<file path="config.mk">
export PLATFORM = sky130hd
export DESIGN_NAME = os_tile_seq_flat
export DESIGN_NICKNAME = d
export VERILOG_FILES = /design/src/rtl/os_tile_seq_if.sv /design/src/rtl/os_tile_seq.sv /design/src/flat_wrapper.sv
export SDC_FILE = /design/constraint.sdc
export NUM_CORES = 1
export LEC_CHECK = 0
export BUFFER_PORTS_ARGS = -buffer_cell sky130_fd_sc_hd__buf_4
export CAP_MARGIN = 0
export CORE_MARGIN = 5
export CORE_UTILIZATION = 30
export CTS_CLUSTER_SIZE = 25
export DETAILED_ROUTE_END_ITERATION = 16
export GPL_TIMING_DRIVEN = 0
export MAX_ROUTING_LAYER = met4
export PLACE_DENSITY = 0.52
export SYNTH_ARGS = -nofsm -noshare
export SYNTH_HDL_FRONTEND = slang
export SYNTH_SLANG_ARGS = --single-unit
</file>
<file path="constraint.sdc">
create_clock -name clk -period 2.2 [get_ports clk]
set_input_delay 0.22 -clock clk [delete_from_list [all_inputs] [get_ports clk]]
set_output_delay 0.22 -clock clk [all_outputs]
set_load 0.05 [all_outputs]
</file>
<file path="src/rtl/os_tile_seq_if.sv">
// Handshake and instruction bundle between the core controller / MAC array and os_tile_seq.
// The sequencer is the slave side; the controller/array environment is the master side.
interface os_tile_seq_if #(
  parameter int row = 8,
  parameter int kw  = 8,
  parameter int rw  = 3
);
  logic               start;
  logic [kw-1:0]      k_len;
  logic [2*row-1:0]   inst_w;
  logic               l0_rd;
  logic [rw-1:0]      drain_row;
  logic               out_valid;
  logic               out_ready;
  logic               busy;
  logic               done;

  modport master (
    output start, k_len, out_ready,
    input  inst_w, l0_rd, drain_row, out_valid, busy, done
  );

  modport slave (
    input  start, k_len, out_ready,
    output inst_w, l0_rd, drain_row, out_valid, busy, done
  );
endinterface

</file>
<file path="src/rtl/os_tile_seq.sv">
// Output-stationary tile sequencer: clear, k_len accumulate steps with per-row skew,
// settle, then row-by-row psum drain over valid/ready. All outputs are registered.
module os_tile_seq #(
  parameter int row = 8,
  parameter int kw  = 8,
  parameter int rw  = 3
) (
  input logic         clk,
  input logic         reset,
  os_tile_seq_if.slave bus
);

  typedef enum logic [2:0] {
    S_IDLE,
    S_CLEAR,
    S_COMPUTE,
    S_SETTLE,
    S_DRAIN,
    S_DONE
  } state_t;

  localparam logic [rw-1:0] LAST_ROW = rw'(row - 1);

  state_t          state_q, state_d;
  logic [kw-1:0]   kcnt_q, kcnt_d;
  logic [rw-1:0]   scnt_q, scnt_d;
  logic [rw-1:0]   drain_row_q, drain_row_d;
  logic            l0_rd_q, l0_rd_d;
  logic            out_valid_q, out_valid_d;
  logic            busy_q, busy_d;
  logic            done_q, done_d;
  logic [1:0]      base_d;
  logic [1:0]      skew_q [row];
  logic [1:0]      skew_d [row];
  logic [2*row-1:0] inst_flat;

  always_comb begin
    state_d     = state_q;
    kcnt_d      = kcnt_q;
    scnt_d      = scnt_q;
    drain_row_d = drain_row_q;
    base_d      = 2'b00;
    l0_rd_d     = 1'b0;
    out_valid_d = 1'b0;
    busy_d      = 1'b1;
    done_d      = 1'b0;

    case (state_q)
      S_IDLE: begin
        busy_d = 1'b0;
        if (bus.start && bus.k_len != '0) begin
          state_d = S_CLEAR;
          kcnt_d  = bus.k_len;
          base_d  = 2'b01;
          busy_d  = 1'b1;
        end
      end
      S_CLEAR: begin
        state_d = S_COMPUTE;
        base_d  = 2'b10;
        l0_rd_d = 1'b1;
      end
      S_COMPUTE: begin
        // Counter is loaded with k_len and exits at 1, so all-ones never wraps.
        if (kcnt_q == kw'(1)) begin
          state_d = S_SETTLE;
          kcnt_d  = '0;
          scnt_d  = LAST_ROW;
        end else begin
          kcnt_d  = kcnt_q - kw'(1);
          base_d  = 2'b10;
          l0_rd_d = 1'b1;
        end
      end
      S_SETTLE: begin
        if (scnt_q == '0) begin
          state_d     = S_DRAIN;
          out_valid_d = 1'b1;
          drain_row_d = '0;
        end else begin
          scnt_d = scnt_q - rw'(1);
        end
      end
      S_DRAIN: begin
        out_valid_d = 1'b1;
        if (bus.out_ready) begin
          if (drain_row_q == LAST_ROW) begin
            state_d     = S_DONE;
            out_valid_d = 1'b0;
            drain_row_d = '0;
            done_d      = 1'b1;
          end else begin
            drain_row_d = drain_row_q + rw'(1);
          end
        end
      end
      S_DONE: begin
        state_d = S_IDLE;
        busy_d  = 1'b0;
      end
      default: begin
        state_d = S_IDLE;
        busy_d  = 1'b0;
      end
    endcase
  end

  // Row 0 takes the fresh base instruction; each later row lags its predecessor by one cycle.
  generate
    for (genvar gi = 0; gi < row; gi++) begin : g_skew
      if (gi == 0) begin : g_head
        assign skew_d[gi] = base_d;
      end else begin : g_tail
        assign skew_d[gi] = skew_q[gi-1];
      end
      assign inst_flat[2*gi+1:2*gi] = skew_q[gi];
    end
  endgenerate

  always_ff @(posedge clk) begin
    if (reset) begin
      state_q     <= S_IDLE;
      kcnt_q      <= '0;
      scnt_q      <= '0;
      drain_row_q <= '0;
      l0_rd_q     <= 1'b0;
      out_valid_q <= 1'b0;
      busy_q      <= 1'b0;
      done_q      <= 1'b0;
      for (int i = 0; i < row; i++) skew_q[i] <= 2'b00;
    end else begin
      state_q     <= state_d;
      kcnt_q      <= kcnt_d;
      scnt_q      <= scnt_d;
      drain_row_q <= drain_row_d;
      l0_rd_q     <= l0_rd_d;
      out_valid_q <= out_valid_d;
      busy_q      <= busy_d;
      done_q      <= done_d;
      for (int i = 0; i < row; i++) skew_q[i] <= skew_d[i];
    end
  end

  assign bus.inst_w    = inst_flat;
  assign bus.l0_rd     = l0_rd_q;
  assign bus.drain_row = drain_row_q;
  assign bus.out_valid = out_valid_q;
  assign bus.busy      = busy_q;
  assign bus.done      = done_q;

endmodule

</file>
<file path="src/flat_wrapper.sv">
// flat-port wrapper written by rule: the top's interface ports become plain ports
module os_tile_seq_flat 
#(
  parameter int row = 8,
  parameter int kw  = 8,
  parameter int rw  = 3
)
  (clk, reset, bus_start, bus_k_len, bus_out_ready, bus_inst_w, bus_l0_rd, bus_drain_row, bus_out_valid, bus_busy, bus_done);
  os_tile_seq_if #(.row(row), .kw(kw), .rw(rw)) bus_i ();
  input logic clk;
  input logic reset;
  input wire logic [$bits(bus_i.start)-1:0] bus_start;
  input wire logic [$bits(bus_i.k_len)-1:0] bus_k_len;
  input wire logic [$bits(bus_i.out_ready)-1:0] bus_out_ready;
  output wire logic [$bits(bus_i.inst_w)-1:0] bus_inst_w;
  output wire logic [$bits(bus_i.l0_rd)-1:0] bus_l0_rd;
  output wire logic [$bits(bus_i.drain_row)-1:0] bus_drain_row;
  output wire logic [$bits(bus_i.out_valid)-1:0] bus_out_valid;
  output wire logic [$bits(bus_i.busy)-1:0] bus_busy;
  output wire logic [$bits(bus_i.done)-1:0] bus_done;
  assign bus_i.start = bus_start;
  assign bus_i.k_len = bus_k_len;
  assign bus_i.out_ready = bus_out_ready;
  assign bus_inst_w = bus_i.inst_w;
  assign bus_l0_rd = bus_i.l0_rd;
  assign bus_drain_row = bus_i.drain_row;
  assign bus_out_valid = bus_i.out_valid;
  assign bus_busy = bus_i.busy;
  assign bus_done = bus_i.done;
  os_tile_seq #(.row(row), .kw(kw), .rw(rw)) u_core (.clk(clk), .reset(reset), .bus(bus_i));
endmodule
</file>
==> impl_metrics.yaml, run 1 <==
timing:
  tightest_slew_ps: 800.8
  final.setup.tns_ps: 0
  rsz0062_at_grt: "no"
  hold_violations: 0
  post-route-period-util_pct: 89.76
  slew_headroom_pct: 45.86
  period_needed_ps: 1975
  finalSetupViolations: 0
  fin_ws_ps: 225.2
  clock_skew_ps: 8.042
  drv_slew: 0
  max_freq_mhz: 506.4
floorplanning:
  die_height_microns: 84.20
  placementRows: 27
  ioPinCount: 35
  die_x_microns: 84.20
  coreArea_sq_um: 5439
  die-area_sq_um: 7089
  initial_core_util_pct: 30.37
status:
  status: "finished clean"
cts:
  cts_buffers: 5
  clock_latency_ps: 290
  clk_pin_slew_ps: 80
  cts_resized: 0
  root_buffer: "clkbuf_8"
  clk_path_buf_depth: 2
  ctsHoldBuffers: 0
  postCtsSetupRepairBufs: 0
  clock-sinks: 37
  cts_tree: "done"
  htree_levels: 2
job:
  maxCapViolCount: 0
route:
  wl_per_cell_microns: 13.58
  drc: 0
  wl_met2_mm: 1.817
  top_layer: "met4"
  routed_wl_mm: 3.951
  drtAntennaViolNets: 0
  dr_wl_met3_microns: 213
  first_iter_violations: 72
  first_pass_iters: 4
  num_vias: 1448
  met1Wirelength_mm: 1.858
  vias_per_cell: 4.976
layout:
  drive_gt1_share_pct: 24.66
  fillCellCount: 574
  final_area_sq_um: 2112
  final_cell_mix: "37 x dfxtp_1, 34 x buf_4, 17 x nor2b_1"
  diodes: 0
  nNetsFinal: 236
  layout_commonest_cell: "dfxtp_1"
  syn_to_final_growth_pct: 27.88
grt:
  grt_pass1_wl_mm: 6.644
  grt_max_degree: 14
  grt_usage_pct: 11.90
  grt_antenna_before_repair: 0
  grt.overflow.total: 0
  grt_pass1_vias: 1443
hold_path:
  hold_path_class: "in2reg"
  holdPathEnd: "u_core.bus.done"
  worst_hold_path.num_cells: 3
  hold_start: "bus_out_ready"
power:
  leakage_nw: 0.8328
  irDropWorstVdd_mv: 0.2887
  p_per_area_nw_per_um2: 908.6
worst_setup_path:
  cp-end-kind: "flip-flop"
  worstPathArrival_ps: 2130
  cp.required_ps: 2350
  rr_worst_depth: 5
  crit_type: "reg2reg"
  reg2reg_slack_ps: 230
  regToRegStartpoint: "u_core.kcnt_q[0]"
  r2r_end: "u_core.kcnt_q[2]"
  cp-start-kind: "flip-flop"
  crit_fanout: 5
yosys:
  synth_ff_type: "dfxtp_1"
  syn_area_sq_um: 1652
  netlist_instances: 177
  ys_ff_latch: 37
  synth_edf_count: 0
  synth_fp_nets: 195
  yosysWarnings: 0
  synth_seq_area_share_pct: 44.85
  ys_async_sr_fraction_pct: 0
  avgSynthCellArea_sq_um: 9.331
  synth_cell_type_count: 48
placement:
  post-place-ws_ps: 245.9
  post_dp_cell_area_sq_um: 1997
  place.gp.congestion: 0.8489
  io_buffer_count: 34
  dp.final_hpwl_mm: 2.951
-- worst max path at each step --
stage                                       start                       to
after floorplan           u_core.bus.drain_row[0]  u_core.bus.drain_row[0]
final                            u_core.kcnt_q[0]         u_core.kcnt_q[2]
after global placement           u_core.kcnt_q[0]         u_core.kcnt_q[2]
after global routing             u_core.kcnt_q[0]         u_core.kcnt_q[3]
after CTS                        u_core.kcnt_q[0]         u_core.kcnt_q[2]
after detailed placement         u_core.kcnt_q[0]         u_core.kcnt_q[2]
-- sequential cells by signal (all words and copies together), names as in the netlist --
register	cells
u_core.bus.drain_row	3
u_core.bus.done	1
u_core.bus.out_valid	1
u_core.kcnt_q	8
u_core.bus.l0_rd	1
u_core.bus.busy	1
u_core.skew_q	16
u_core.state_q	3
u_core.scnt_q	3
-- stage by stage --
step / instances / util, % / total power [mW] / hold slack [ps]
6_report: 291 / 38.83 / 1.919 / 235.9
5_1_grt: 291 / 38.83 / 2.038 / 247.0
4_1_cts: 291 / 38.83 / 1.936 / 232.3
3_5_place_dp: 283 / 36.71 / 1.343 / 458.0
3_3_place_gp: 283 / 36.71 / 1.346 / 449.1
2_1_floorplan: 177 / - / 1.195 / 368.9
-- area by class of cell --
cell class	count	area (sq um)	area share [%]
well taps	72	90.09	4.265
clock buffers	5	68.82	3.258
multi-input cells	122	838.3	39.69
flip-flops and latches	37	740.7	35.07
plain buffers	10	42.54	2.014
clock inverters	3	46.29	2.192
repair buffers	34	255.2	12.09
inverters	8	30.03	1.422
-- synthesized netlist by cell type (all sizes together) (2+ instances only) --
| library cell | count | area, sq um |
|---|---|---|
| clkbuf | 7 | 27.52 |
| a21oi | 10 | 50.05 |
| nor3 | 8 | 40.04 |
| buf | 3 | 15.01 |
| nor3b | 2 | 20.02 |
| a221oi | 3 | 26.28 |
| o22a | 4 | 35.03 |
| ha | 6 | 75.07 |
| o211ai | 2 | 28.78 |
| nand2 | 16 | 60.06 |
| o32ai | 4 | 35.03 |
| o21ai | 6 | 33.78 |
| nor2 | 10 | 40.04 |
| nand3 | 2 | 10.01 |
| nand4 | 2 | 12.51 |
| a32oi | 4 | 35.03 |
| nor4b | 2 | 17.52 |
| or4 | 4 | 37.53 |
| nor2b | 17 | 106.4 |
| dfxtp | 37 | 740.7 |
| inv | 8 | 30.03 |
-- cells by family after synthesis --
group | synth area share [%]
simple gates | 24.09
fa+ha+maj | 4.545
flops | 44.85
buf+inv | 4.393
mux | 0.6061
compound gates | 21.52
-- critical path, cell delays in order, from the launching register on --
cell     delay (ps)
dfxtp_1         410
ha_1            180
nor4b_1         660
a21oi_1         230
a32oi_1         260
o32ai_1         100
-- layer usage --
metal | GRT usage (%) | up-vias
li1 | - | 731
met4 | 4.971 | 0
met3 | 3.238 | 6
met5 | - | -
met1 | 14.82 | 660
met2 | 18.15 | 51
-- power by group --
group          total (mW)  internal (mW)  switching [mW]  leakage [nW]
clock network       0.589          0.339           0.250        0.0543
registers           0.780          0.731          0.0485         0.301
logic               0.550          0.211           0.339         0.477
No activity file was read; power rests on OpenSTA's default activity.
==> run 2: changes to the inputs <==
--- a/config.mk
+++ b/config.mk
@@ -5,8 +5,9 @@
 export SDC_FILE = /design/constraint.sdc
 export NUM_CORES = 1
 export LEC_CHECK = 0
+export ABC_AREA = 1
 export BUFFER_PORTS_ARGS = -buffer_cell sky130_fd_sc_hd__buf_4
-export CAP_MARGIN = 0
+export CAP_MARGIN = 20
 export CORE_MARGIN = 5
 export CORE_UTILIZATION = 30
 export CTS_CLUSTER_SIZE = 25
@@ -14,6 +15,7 @@
 export GPL_TIMING_DRIVEN = 0
 export MAX_ROUTING_LAYER = met4
 export PLACE_DENSITY = 0.52
+export SETUP_SLACK_MARGIN = 0.4
 export SYNTH_ARGS = -nofsm -noshare
 export SYNTH_HDL_FRONTEND = slang
 export SYNTH_SLANG_ARGS = --single-unit
==> run 2 against run 1 <==
  * Clock-buffer cell count unchanged
  * Critical path depth rose by 3
  * Global-route usage down 0.25 points
  * Power rose by 47%
  * Largest cell class unchanged
  * Sequential cell count is the same
  * Critical path type unchanged
==> impl_metrics.yaml, run 2 <==
layout:
  drive_gt1_share_pct: 22.33
  regArea_sq_um: 740.7
  fillCellCount: 647
  regMostFlops: "u_core.skew_q"
  multiInputGateArea_sq_um: 825.8
  final_util_pct: 38.09
  top_regs: "u_core.skew_q: 16 flops, u_core.kcnt_q: 8 flops"
  diodes: 0
  nNetsFinal: 317
  final_cell_mix: "53 x nand2_1, 50 x nor2_1, 40 x inv_1"
  syn_to_final_growth_pct: 24.55
  layout_commonest_cell: "nand2_1"
  largest_register_ffs: 16
yosys:
  synth_fa_ha_area_share_pct: 4.196
  synth_top_family_by_area: "simple AND/OR/NAND/NOR gates"
  synth_cell_type_count: 23
  synth_fp_nets: 276
  synthMuxAreaShare_pct: 0
  synth_top_area_cell: "dfxtp_1"
  netlist_instances: 258
  synthSimpleGateAreaFrac_pct: 35.17
  syn_area_sq_um: 1789
  synth_xor_area_share_pct: 0.9790
  synth_edf_count: 0
  synth_common_cells: "53 x nand2_1, 50 x nor2_1, 40 x inv_1"
  synth_seq_area_share_pct: 41.40
  synthTopCellsByArea: "dfxtp_1 41%, nand2_1 11%, nor2_1 10%"
  synth.most_common_cell: "nand2_1"
  yosysWarnings: 0
  synth-compound-area-share_pct: 5.804
  ys_async_sr_fraction_pct: 0
  ys_ff_latch: 37
  synth_ff_type: "dfxtp_1"
  yosysTopAreaCellShare_pct: 41.40
  avgSynthCellArea_sq_um: 6.935
timing:
  max_freq_mhz: 671.2
  finalSetupViolations: 0
  slew_headroom_pct: 70.13
  final.setup.tns_ps: 0
  hold_violations: 0
  post-route-period-util_pct: 67.73
  tightest_slew_ps: 448.1
  period_needed_ps: 1490
  clock_skew_ps: 5.566
  whs_ps: 138.7
  drv_slew: 0
  fin_ws_ps: 710.0
  rsz0062_at_grt: "no"
floorplanning:
  die_height_microns: 87.23
  die_x_microns: 87.23
  initial_core_util_pct: 30.58
  coreArea_sq_um: 5851
  ioPinCount: 35
  placementRows: 28
  die-area_sq_um: 7608
route:
  drtAntennaViolNets: 0
  first_pass_iters: 4
  wl_per_cell_microns: 10.45
  drc: 0
  num_vias: 1588
  first_iter_violations: 54
  routed_wl_mm: 3.919
  vias_per_cell: 4.235
grt:
  grt_antenna_before_repair: 0
  grt_pass1_wl_mm: 6.693
  grt_pass1_vias: 1476
  grt_usage_pct: 11.65
  grt.overflow.total: 0
  grt_max_degree: 14
power:
  power_mw: 2.819
  irDropWorstVdd_mv: 0.5904
  leakage_nw: 1.087
  p_per_area_nw_per_um2: 1265
hold_path:
  hold_start: "reset"
  hold_path_class: "in2reg"
worst_setup_path:
  cp.required_ps: 2430
  crit_type: "reg2reg"
  cp-end-kind: "flip-flop"
  cp-start-kind: "flip-flop"
  regToRegStartpoint: "u_core.kcnt_q[1]"
  worstSetupStartpoint: "u_core.kcnt_q[1]"
  crit_fanout: 6
  worstPathArrival_ps: 1720
cts:
  postCtsSetupRepairBufs: 0
  clk_path_buf_depth: 2
  cts_tree: "done"
  cts_resized: 0
  clk_pin_slew_ps: 80
  ctsHoldBuffers: 0
  root_buffer: "clkbuf_8"
  htree_levels: 2
  cts_buffers: 5
  clock-sinks: 37
  clock_latency_ps: 290
placement:
  place.gp.congestion: 0.8562
  post-place-ws_ps: 699.0
  dp.final_hpwl_mm: 2.981
  io_buffer_count: 34
status:
  status: "finished clean"
job:
  maxCapViolCount: 0
==> run 2: cell count changes after synthesis, moves of 17 or more <==
cell and change:
inv_1 +32, nand2_1 +37, nand3_1 +18, nor2_1 +41
nor2b_1 -17
==> run 2: through the flow <==
step / cells / area [sq um]
2_1_floorplan: 258 / 1789
3_3_place_gp: 367 / 2138
3_5_place_dp: 367 / 2138
4_1_cts: 375 / 2228
5_1_grt: 375 / 2228
6_report: 375 / 2228
==> run 2: kinds of logic after synthesis <==
kind of cell	after synthesis
flops	37
simple gates	142
compound gates	20
buf+inv	51
xor+xnor	2
fa+ha+maj	6
==> run 2: routing by layer <==
layer  track usage, %  share of wire [%]  vias up  wire length [microns]
li1                 -                  -      860                      -
met1            14.57                 48      698                   1894
met2            17.87                 46       22                   1819
met3            2.271                3.0        8                    117
met4            5.858                2.2        0                     87
met5                -                  0        -                      0
==> run 2: worst max-delay path: stages (launching register included) <==
cell and delay (ps):
dfxtp_1 300, inv_1 110, ha_1 190, nand3_1 120, o21ai_2 310, nand3_1 190
nand2_1 90, nand2_1 40, nor2_1 70
==> run 2: worst paths after layout <==
kind                                       endpoint  slack, ps  depth (start not counted)
worst min register to register  u_core.skew_q[1][4]        420                          2
worst max register to register     u_core.scnt_q[0]        710                          8
worst max-delay path               u_core.scnt_q[0]        710                          8
worst min-delay path               u_core.bus.l0_rd        140                          2
==> run 2: area by class of cell <==
cell class,instances,share of cell area (%)
repair buffers,34,11.45
clock buffers,5,3.088
inverters,45,7.580
well taps,75,4.211
plain buffers,6,2.414
clock inverters,3,0.9545
flip-flops and latches,37,33.24
multi-input cells,170,37.06
==> run 2: report_power, final <==
group | switching [mW] | internal [mW] | leakage, nW
clock | 0.254 | 0.225 | 0.0445
combinational | 0.907 | 0.499 | 0.740
sequential | 0.116 | 0.820 | 0.302
